**config.mk**
```make
export PLATFORM = sky130hd
export DESIGN_NAME = station_tracker
export DESIGN_NICKNAME = d
export VERILOG_FILES = /design/src/rtl/station_tracker.sv
export SDC_FILE = /design/constraint.sdc
export NUM_CORES = 1
export LEC_CHECK = 0
export CORE_ASPECT_RATIO = 0.6
export CORE_MARGIN = 4
export CORE_UTILIZATION = 55
export CTS_CLUSTER_SIZE = 20
export DETAILED_ROUTE_END_ITERATION = 7
export PLACE_DENSITY_LB_ADDON = 0.3
export SYNTH_ARGS = -nofsm -noshare
export SYNTH_HDL_FRONTEND = slang
export SYNTH_SLANG_ARGS = --single-unit
```
**constraint.sdc**
```tcl
create_clock -name clk -period 3 [get_ports clk]
set_input_delay 0.6 -clock clk [delete_from_list [all_inputs] [get_ports clk]]
set_output_delay 0.6 -clock clk [all_outputs]
set_load 0.01 [all_outputs]
```
**src/rtl/station_tracker.sv**
```systemverilog
// station_tracker: follows barcode station IDs toward a commanded destination.
// Accepts go/stop commands, drives go while navigating, and acknowledges every
// reader ID with a one-cycle clr_ID_vld pulse. It also counts the intermediate
// stations passed and raises a sticky timeout when stations stop arriving.
//
// Optional build macro DUP_FILTER_EN: when it is defined, a valid non-matching
// ID equal to last_ID is treated as a re-read of the same station. That ID is
// still acknowledged, but it does not advance stn_cnt or restart the timer.
//
// Handshakes: ID_vld and cmd_rdy are levels held by the producer until they are
// acknowledged. clr_ID_vld and clr_cmd_rdy are registered single-cycle pulses.
// After a pulse, the producer must drop its level before the same channel is
// acknowledged again.
//
// state_dbg exposes the FSM state (0=IDLE, 1=NAV, 2=ACK) for observation.
module station_tracker #(
  parameter int unsigned        TMO_W   = 24,
  parameter logic [TMO_W-1:0]   TMO_CYC = 24'd5_000_000
) (
  input  logic       clk,
  input  logic       rst_n,
  input  logic [7:0] ID,
  input  logic       ID_vld,
  output logic       clr_ID_vld,
  input  logic [7:0] cmd,
  input  logic       cmd_rdy,
  output logic       clr_cmd_rdy,
  output logic       go,
  output logic       arrived,
  output logic       tmo,
  output logic [3:0] stn_cnt,
  output logic [5:0] last_ID,
  output logic [1:0] state_dbg
);

  typedef enum logic [1:0] {
    S_IDLE = 2'd0,
    S_NAV  = 2'd1,
    S_ACK  = 2'd2
  } state_t;

  localparam logic [1:0]       OP_STOP = 2'b00;
  localparam logic [1:0]       OP_GO   = 2'b01;
  localparam logic [TMO_W-1:0] TMR_ONE = {{(TMO_W-1){1'b0}}, 1'b1};
  localparam logic [TMO_W-1:0] TMR_END = TMO_CYC - TMR_ONE;

  state_t           state_q, state_d;
  logic [5:0]       dest_q, dest_d;
  logic [TMO_W-1:0] timer_q, timer_d;
  logic             cmd_busy_q, cmd_busy_d;
  logic             match_q, match_d;
  logic             go_d, arrived_d, tmo_d, clr_id_d, clr_cmd_d;
  logic [3:0]       cnt_d;
  logic [5:0]       last_d;

  logic             cmd_take;
  logic             id_valid;
  logic             id_match;
  logic             id_dup;

  // A command is taken once per cmd_rdy assertion.
  assign cmd_take = cmd_rdy && !cmd_busy_q;
  assign id_valid = (ID[7:6] == 2'b00);
  assign id_match = (ID[5:0] == dest_q);

`ifdef DUP_FILTER_EN
  assign id_dup = (ID[5:0] == last_ID);
`else
  assign id_dup = 1'b0;
`endif

  assign state_dbg = state_q;

  // State and output registers. Reset clears everything, so no pulse can leak out.
  always_ff @(posedge clk or negedge rst_n) begin
    if (!rst_n) begin
      state_q     <= S_IDLE;
      dest_q      <= 6'd0;
      timer_q     <= '0;
      cmd_busy_q  <= 1'b0;
      match_q     <= 1'b0;
      go          <= 1'b0;
      arrived     <= 1'b0;
      tmo         <= 1'b0;
      clr_ID_vld  <= 1'b0;
      clr_cmd_rdy <= 1'b0;
      stn_cnt     <= 4'd0;
      last_ID     <= 6'd0;
    end else begin
      state_q     <= state_d;
      dest_q      <= dest_d;
      timer_q     <= timer_d;
      cmd_busy_q  <= cmd_busy_d;
      match_q     <= match_d;
      go          <= go_d;
      arrived     <= arrived_d;
      tmo         <= tmo_d;
      clr_ID_vld  <= clr_id_d;
      clr_cmd_rdy <= clr_cmd_d;
      stn_cnt     <= cnt_d;
      last_ID     <= last_d;
    end
  end

  // Next-state and next-output logic. Pulses default low; other values hold.
  always_comb begin
    state_d    = state_q;
    dest_d     = dest_q;
    timer_d    = timer_q;
    match_d    = match_q;
    go_d       = go;
    arrived_d  = 1'b0;
    tmo_d      = tmo;
    clr_id_d   = 1'b0;
    clr_cmd_d  = 1'b0;
    cnt_d      = stn_cnt;
    last_d     = last_ID;
    // The busy flag is released as soon as the commander drops cmd_rdy.
    cmd_busy_d = cmd_rdy ? cmd_busy_q : 1'b0;

    unique case (state_q)
      S_IDLE: begin
        go_d = 1'b0;
        if (cmd_take) begin
          clr_cmd_d  = 1'b1;
          cmd_busy_d = 1'b1;
          if (cmd[7:6] == OP_GO) begin
            dest_d  = cmd[5:0];
            cnt_d   = 4'd0;
            tmo_d   = 1'b0;
            timer_d = '0;
            go_d    = 1'b1;
            state_d = S_NAV;
          end
        end else if (ID_vld) begin
          // The ID is acknowledged but does not count. ACK returns here.
          clr_id_d = 1'b1;
          match_d  = 1'b1;
          state_d  = S_ACK;
        end
      end

      S_NAV: begin
        if (cmd_take) begin
          // A command beats a pending ID. The ID stays high and is served later.
          clr_cmd_d  = 1'b1;
          cmd_busy_d = 1'b1;
          timer_d    = timer_q + TMR_ONE;
          if (cmd[7:6] == OP_STOP) begin
            go_d    = 1'b0;
            state_d = S_IDLE;
          end else if (cmd[7:6] == OP_GO) begin
            dest_d  = cmd[5:0];
            cnt_d   = 4'd0;
            timer_d = '0;
          end
        end else if (ID_vld) begin
          // An ID, even one arriving on the timeout cycle, wins over the timeout.
          clr_id_d = 1'b1;
          state_d  = S_ACK;
          timer_d  = timer_q + TMR_ONE;
          if (id_valid) begin
            last_d = ID[5:0];
            if (id_match) begin
              arrived_d = 1'b1;
              go_d      = 1'b0;
              match_d   = 1'b1;
              timer_d   = '0;
            end else if (!id_dup) begin
              timer_d = '0;
              if (stn_cnt != 4'hF) begin
                cnt_d = stn_cnt + 4'd1;
              end
            end
          end
        end else if (timer_q >= TMR_END) begin
          // Using >= makes the timeout fire even if an event skipped the exact count.
          tmo_d   = 1'b1;
          go_d    = 1'b0;
          state_d = S_IDLE;
        end else begin
          timer_d = timer_q + TMR_ONE;
        end
      end

      S_ACK: begin
        // The timer is frozen here, and any command waits until exit.
        if (!ID_vld) begin
          state_d = match_q ? S_IDLE : S_NAV;
          match_d = 1'b0;
        end
      end

      default: begin
        state_d = S_IDLE;
      end
    endcase
  end

endmodule

```
==> flow_metrics.tcl, run 1 <==
set metrics [dict create \
    syn_nets 307 \
    critical_path_required_ps 3210 \
    utilization 0.701 \
    async_reset_ff_frac 1.00 \
    h-tree-depth 2 \
    finalSetupTns_ps 0 \
    synth_area_um2 2680 \
    cts_tree "yes" \
    ff2ff_setup_slack_ps 520 \
    placedCellCount 381 \
    grt_start_max_net_pins 39 \
    drt_iter0_markers 193 \
    grt_antenna_before_repair 0 \
    cts_setup_buffers 0 \
    critPathMaxFanout 25 \
    fin_cells 389 \
    period_needed_ps 2520 \
    grt_overflow 0 \
    final_common_cell "dfrtp_1" \
    rows 19 \
    finalClockSkew_ps 6.00 \
    setup_viol 0 \
    cts_hold_buf 0 \
    wirelength_um 6480 \
    power_density_nw_per_um2 639 \
    insertion_delay_ps 320 \
    hold_path_class "in2async" \
    initial_core_util 0.578 \
    ys_seq_elements 49 \
    tightest_slew_ps 856 \
    final_max_slew_viol_count 0 \
    dr.pass1.iters 5 \
    yosysWarnings 0 \
    vias 2367 \
    grt_pass1_vias 2233 \
    portBuffers 36 \
    path_clk_slew_ps 90 \
    end_kind "flop" \
    post_cts_resized 0 \
    die_y_um 62.0 \
    io_pins 37 \
    final_hold_viol_count 0 \
    maxCapViolCount 0 \
    hpwl_um 4490 \
    die_x_um 98.1 \
    min_period_over_period 0.839 \
    ys.flop_type "dfrtp_1" \
    area_growth_pct 21.4 \
    cts-root-buf "clkbuf_8" \
    whs_ps 386 \
    drcViolationCount 0 \
    grt_pass1_wl_um 10700 \
    synth_enable_flop_cells 0 \
    detail_route.wl_per_cell_um 16.7 \
    syn_area_per_cell_um2 9.39 \
    fin_nets 347 \
    arrival_ps 2730 \
    routed_via_density 6.08 \
    core_area_um2 4640 \
    cts_buffer_depth 2 \
    numCtsBuffers 5 \
    grt_setup_unrepaired "no" \
    gp_congestion 0.854 \
    maxSlewHeadroom 0.429 \
    timing.fmax_ghz 0.397 \
    status "completed" \
    vdd_drop_max_v 0.000375 \
    postSynthCellCount 285 \
    critical_path_class "in2reg" \
    diodes 0 \
    dieArea_um2 6090 \
    final_cell_mix "dfrtp_1, clkdlybuf4s50_1, nor2_1, nand2_1, o31ai_1" \
    drtAntennaViolNets 0 \
    synth_seq_area_share 0.458 \
    crit_path_start_kind "primary input" \
    yosysUniqueCellTypes 51 \
    cts_sinks 49 \
    leakagePower_nw 1.38 \
    layout-drive-gt1-share 0.120 \
    grt.total_usage 0.225 \
]
sequential cells by signal, summed over array words and instances, names as in the netlist, 2 cells and up:
signal,cells
dest_q,6
last_ID,6
state_dbg,2
stn_cnt,4
timer_q,24
critical path, stage by stage:
cell and delay, ps:
clkdlybuf4s50_1 460, nor2b_1 170, or3_1 420, nor4_2 340
a2111o_2 420, nor3_1 100, o22a_1 210
final timing paths:
kind,start,endpoint,depth (start not counted)
setup / recovery,cmd_rdy,timer_q[16]$_DFFE_PN0P_,7
hold / removal,rst_n,dest_q[4]$_DFFE_PN0P_,1
setup reg to reg,timer_q[0]$_DFFE_PN0P_,timer_q[18]$_DFFE_PN0P_,7
hold reg to reg,timer_q[5]$_DFFE_PN0P_,timer_q[5]$_DFFE_PN0P_,1
max in group asynchronous,rst_n,timer_q[2]$_DFFE_PN0P_,2
min in group clk,timer_q[5]$_DFFE_PN0P_,timer_q[5]$_DFFE_PN0P_,1
cell usage after synthesis (2+ instances only):
cell type | number | area, um^2
a211oi_1 | 3 | 22.5
a21boi_0 | 2 | 15.0
a21oi_1 | 8 | 40.0
a31oi_1 | 9 | 56.3
and2_1 | 2 | 12.5
and3_1 | 9 | 56.3
buf_4 | 2 | 15.0
buf_6 | 2 | 22.5
clkbuf_1 | 8 | 30.0
dfrtp_1 | 49 | 1230
ha_1 | 2 | 25.0
inv_1 | 10 | 37.5
mux2_2 | 12 | 135
nand2_1 | 22 | 82.6
nand2b_1 | 6 | 37.5
nand3_1 | 12 | 60.1
nand4_1 | 5 | 31.3
nor2_1 | 26 | 97.6
nor2b_1 | 5 | 31.3
nor3_1 | 6 | 30.0
o21a_1 | 2 | 15.0
o21ai_0 | 12 | 60.1
o21ai_1 | 17 | 85.1
o22ai_1 | 2 | 12.5
o31ai_1 | 19 | 143
or2_1 | 2 | 12.5
or3_1 | 3 | 18.8
xnor2_1 | 4 | 35.0
xor2_1 | 2 | 17.5
report_power, final:
group / total [mW] / leakage (nW) / switching, mW / internal, mW
Clock: 0.575 / 0.0687 / 0.239 / 0.336
Sequential: 0.858 / 0.653 / 0.0816 / 0.777
Combinational: 0.645 / 0.660 / 0.328 / 0.317
cells by family (layout without fill, tap and decap cells):
group	count (synthesis)	count (layout)	synth area share
compound gates	83	83	0.202
xor+xnor	6	6	0.0196
fa+ha+maj	2	2	0.00934
flops	49	49	0.458
mux	14	14	0.0584
simple gates	108	108	0.211
buf+inv	23	64	0.0411
per-layer routing:
metal / GRT usage / routed length, um / vias to the layer above
met5: 0 / 0 / -
met4: 0.0828 / 114 / 0
met3: 0.0457 / 389 / 14
met2: 0.358 / 2920 / 84
met1: 0.314 / 3050 / 1149
li1: - / - / 1120
stage by stage:
step	power [mW]	instance area [um^2]	setup slack, ps
2_1_floorplan	1.25	2680	827
3_3_place_gp	1.48	3110	243
3_5_place_dp	1.51	3110	183
4_1_cts	2.08	3250	498
5_1_grt	2.19	3250	343
6_report	2.08	3250	482
final cells by class:
type                    count  area (um^2)
clock inverters             3         68.8
repair buffers             46          430
inverters                  10         37.5
multi-input cells         213         1340
fillers                   340         1380
flip-flops and latches     49         1230
well taps                  63         78.8
clock buffers               5         68.8
Note: power is estimated with default switching activity, not from simulation.
==> run 2: changes to the inputs <==
- CORE_UTILIZATION: 55 -> 49
- clock period: 3 -> 2.2 ns (I/O delays scaled with it)
==> run 2 against run 1 <==
The flow now finishes with violations (setup timing). Hold slack got worse by 230 ps. Flip-flop and latch count stayed put. Design area is 16% higher. Register-to-register slack worse by 550 ps. Count of clock-buffer cells in the layout unchanged. Sequential power rose by 36%. Power grew 44%. Clock power grew 15%. Global-route usage decreased by 1.6 points. Critical path depth did not move. Critical path type is now reg2reg.
==> flow_metrics.tcl, run 2 (synthesis gave the netlist of run 1 again) <==
set metrics [dict create \
    fin_cells 427 \
    drcViolationCount 0 \
    tightest_slew_ps 654 \
    fin_ws_ps -33.6 \
    critical_path_required_ps 2420 \
    numCtsBuffers 5 \
    core_area_um2 5180 \
    place_ws_ps -286 \
    dpl_cell_area_um2 3370 \
    drtAntennaViolNets 0 \
    die_x_um 103 \
    cts-root-buf "clkbuf_8" \
    internal-power_mw 1.99 \
    insertion_delay_ps 310 \
    fin_area_um2 3760 \
    grt_antenna_before_repair 0 \
    routed_via_density 5.94 \
    dieArea_um2 6750 \
    crit_path_start_kind "flop" \
    largest_reg_flops 24 \
    critPathMaxFanout 7 \
    rows 20 \
    end_kind "flop" \
    timing.fmax_ghz 0.448 \
    dr.pass1.iters 5 \
    grt_start_max_net_pins 31 \
    cts_tree "yes" \
    placedCellCount 413 \
    grt_overflow 0 \
    seqPwrFrac 0.392 \
    gp_congestion 0.838 \
    diodes 0 \
    finalClockSkew_ps 11.5 \
    grt_setup_unrepaired "yes" \
    switching_share 0.334 \
    grt_pass1_vias 2294 \
    reg_top3 "timer_q x24, dest_q x6, last_ID x6" \
    critical_path_class "reg2reg" \
    p_clk_frac 0.221 \
    whs_ps 152 \
    hpwl_um 4920 \
    vdd_drop_max_v 0.000558 \
    leakagePower_nw 1.63 \
    fin_nets 382 \
    maxSlewHeadroom 0.564 \
    grt_pass1_wl_um 11200 \
    layout-drive-gt1-share 0.299 \
    final_hold_viol_count 0 \
    final_max_slew_viol_count 0 \
    vias 2537 \
    maxCapViolCount 0 \
    cts_sinks 49 \
    portBuffers 36 \
    p_comb_frac 0.387 \
    hold_path_class "in2async" \
    detail_route.wl_per_cell_um 17.3 \
    failed_checks "setup timing" \
    setup_viol 13 \
    period_needed_ps 2230 \
    cts_buffer_depth 2 \
    io_pins 37 \
    final_common_cell "dfrtp_1" \
    final_cell_mix "dfrtp_1, buf_4, clkdlybuf4s50_1, nor2_1, nand2_1" \
    largest_register "timer_q" \
    grt.total_usage 0.210 \
    die_y_um 65.3 \
    arrival_ps 2450 \
    min_period_over_period 1.02 \
    switchingPower_mw 0.998 \
    drt_iter0_markers 220 \
    path_clk_slew_ps 100 \
    status "finished, violations left" \
    initial_core_util 0.517 \
    power_density_nw_per_um2 796 \
    wirelength_um 7390 \
    h-tree-depth 2 \
    area_growth_pct 40.3 \
]
## run 2: final timing paths
kind,slack (ps),start,cells past startpoint,to
max in group asynchronous,1420,rst_n,2,cmd_busy_q$_DFF_PN0_
min,150,rst_n,1,timer_q[17]$_DFFE_PN0P_
max reg2reg,-30,timer_q[20]$_DFFE_PN0P_,7,timer_q[7]$_DFFE_PN0P_
min reg2reg,510,timer_q[4]$_DFFE_PN0P_,1,timer_q[4]$_DFFE_PN0P_
max,-30,timer_q[20]$_DFFE_PN0P_,7,timer_q[7]$_DFFE_PN0P_
min in group clk,510,timer_q[4]$_DFFE_PN0P_,1,timer_q[4]$_DFFE_PN0P_
## run 2: critical path, cell delays in order, from the launching register on
cell and delay [ps]:
dfrtp_1 410, or2_4 250, or4_4 570, nor4_4 270
a2111o_2 300, clkbuf_16 200, o21ai_1 70, o31ai_1 70
## run 2: what timing repair did
action / in CTS / in global routing
cloned: 0 / 2
setup endpoints to repair: 22 / 25
hold buffers: 0 / 0
gates resized for setup: 4 / 44
setup buffers: 1 / 3
pin swaps: 3 / 20
## run 2: layout make-up
class	instances	area [um^2]
clock buffers	5	68.8
clock inverters	3	43.8
fillers	351	1420
inverters	10	37.5
multi-input cells	213	1530
flip-flops and latches	49	1230
well taps	66	82.6
repair buffers	81	766
## run 2: routing by layer
layer | track usage | vias up | part of all wire
li1 | - | 1200 | -
met1 | 0.319 | 1233 | 0.46
met2 | 0.315 | 98 | 0.47
met3 | 0.0382 | 6 | 0.058
met4 | 0.0355 | 0 | 0.0057
met5 | 0 | - | 0
## run 2: through the flow
stage               setup TNS [ps]  utilization  power [mW]
floorplan                        0            -        1.70
global placement             -5710        0.651        2.14
detailed placement           -6090        0.651        2.18
CTS                          -9.94        0.679        2.84
global route                 -1890        0.725        3.15
finish                        -219        0.725        2.99
## run 2: power groups by stage
stage	Combinational [mW]	Clock (mW)	Sequential, mW
2_1_floorplan	0.488	0	1.22
3_3_place_gp	0.965	0	1.17
3_5_place_dp	0.995	0	1.19
4_1_cts	1.01	0.672	1.17
5_1_grt	1.25	0.706	1.20
6_report	1.16	0.660	1.17
==> run 3: changes to the inputs <==
- MAX_ROUTING_LAYER: unset -> met4
==> run 3 against run 2 <==
The run still ends with setup timing left. Worst setup slack got worse by 26 ps. Count of clock-buffer cells in the layout is the same. Global-route usage grew 0.52 points. Register-to-register slack worse by 30 ps. Combinational power shrank 4%. Hold slack gained 2.0 ps. Critical path depth fell by 1. Via count down 0.79%.
==> flow_metrics.tcl, run 3 (synthesis gave the netlist of run 1 again) <==
set metrics [dict create \
    portBuffers 36 \
    cts_tree "yes" \
    gp_congestion 0.851 \
    final_max_slew_viol_count 0 \
    critPathMaxFanout 4 \
    maxCapViolCount 0 \
    cts_buffer_depth 2 \
    whs_ps 154 \
    cts-root-buf "clkbuf_8" \
    final_common_cell "dfrtp_1" \
    drt_iter0_markers 149 \
    dieArea_um2 6750 \
    leakagePower_nw 1.62 \
    insertion_delay_ps 310 \
    critical_path_required_ps 2380 \
    dr.pass1.iters 5 \
    final_cell_mix "dfrtp_1, buf_4, clkdlybuf4s50_1, nor2_1, nand2_1" \
    vdd_drop_max_v 0.000563 \
    largest_register "timer_q" \
    grt.total_usage 0.215 \
    wirelength_um 7160 \
    drcViolationCount 0 \
    failed_checks "setup timing" \
    path_clk_slew_ps 100 \
    crit_path_start_kind "flop" \
    fin_nets 382 \
    multi_input_area_um2 1520 \
    grt_overflow 0 \
    numCtsBuffers 5 \
    initial_core_util 0.517 \
    min_period_over_period 1.03 \
    final_hold_viol_count 0 \
    maxSlewHeadroom 0.560 \
    status "finished, violations left" \
    largest_reg_flops 24 \
    setup_viol 1 \
    fin_ws_ps -59.6 \
    grt_start_max_net_pins 31 \
    grt_pass1_vias 2294 \
    reg_top3 "timer_q x24, dest_q x6, last_ID x6" \
    final-seq-area_um2 1230 \
    place_ws_ps -286 \
    drtAntennaViolNets 0 \
    crit_family "simple AND/OR/NAND/NOR gates" \
    critical_path_class "reg2reg" \
    tightest_slew_ps 660 \
    path_cells "or2_4, or4_4, o21ai_0, nor2_2, a221oi_2, mux2_1" \
    vias 2517 \
    hpwl_um 4920 \
    power_density_nw_per_um2 787 \
    crit_slowest_cell "or4_4" \
    rows 20 \
    h-tree-depth 2 \
    cp_num_buf_inv 0 \
    detail_route.wl_per_cell_um 16.8 \
    core_area_um2 5180 \
    end_kind "flop" \
    period_needed_ps 2260 \
    dpl_cell_area_um2 3370 \
    die_y_um 65.3 \
    die_x_um 103 \
    io_pins 37 \
    layout-drive-gt1-share 0.296 \
    cts_sinks 49 \
    arrival_ps 2440 \
    timing.fmax_ghz 0.443 \
    cts_hold_buf 0 \
    diodes 0 \
    grt_pass1_wl_um 11200 \
    routed_via_density 5.89 \
    area_growth_pct 39.1 \
    grt_antenna_before_repair 0 \
    max_stage_delay_ps 540 \
    finalClockSkew_ps 15.9 \
    fin_area_um2 3720 \
    grt_setup_unrepaired "yes" \
    hold_path_class "in2async" \
    fillers 365 \
]
run 3: through the flow:
| stage | instances | power [mW] | TNS [ps] | utilization |
|---|---|---|---|---|
| 2_1_floorplan | 285 | 1.70 | 0 | - |
| 3_3_place_gp | 413 | 2.14 | -5710 | 0.651 |
| 3_5_place_dp | 413 | 2.18 | -6090 | 0.651 |
| 4_1_cts | 422 | 2.84 | -9.94 | 0.679 |
| 5_1_grt | 427 | 3.10 | -975 | 0.719 |
| 6_report | 427 | 2.93 | -59.6 | 0.719 |
run 3: layout make-up:
class,instances,share of cell area
clock buffer,5,0.0185
clock inverter,3,0.0118
inverter,10,0.0101
multi-input combinational,213,0.407
sequential,49,0.329
tap,66,0.0222
timing repair buffer,81,0.201
run 3: path summary, 6_finish.rpt:
path	slack [ps]	endpoint	startpoint	cells past startpoint
max in group asynchronous	1400	cmd_busy_q$_DFF_PN0_	rst_n	2
setup / recovery	-60	state_dbg[0]$_DFFE_PN0P_	timer_q[20]$_DFFE_PN0P_	6
hold reg to reg	510	stn_cnt[3]$_DFFE_PN0P_	stn_cnt[3]$_DFFE_PN0P_	1
setup reg to reg	-60	state_dbg[0]$_DFFE_PN0P_	timer_q[20]$_DFFE_PN0P_	6
hold / removal	150	timer_q[0]$_DFFE_PN0P_	rst_n	1
min in group clk	510	stn_cnt[3]$_DFFE_PN0P_	stn_cnt[3]$_DFFE_PN0P_	1
run 3: timing repair:
item | in CTS | in global routing
hold endpoints to repair | 0 | 0
pin swaps | 3 | 6
endpoints found under the setup margin | 22 | 25
gates cloned | 0 | 1
resized for setup | 4 | 41
buffers inserted | 1 | 4
run 3: power by group:
part	internal (mW)	total [mW]	switching, mW	leakage (nW)
Sequential	1.06	1.17	0.110	0.653
Clock	0.341	0.655	0.314	0.0585
Combinational	0.566	1.11	0.542	0.907
Total	1.97	2.93	0.966	1.62
run 3: per-layer routing:
metal / track usage / vias up / wire [um]
met5: - / - / 0
li1: - / 1199 / -
met4: 0.0355 / 0 / 43
met2: 0.313 / 100 / 3320
met3: 0.0382 / 6 / 456
met1: 0.319 / 1212 / 3340
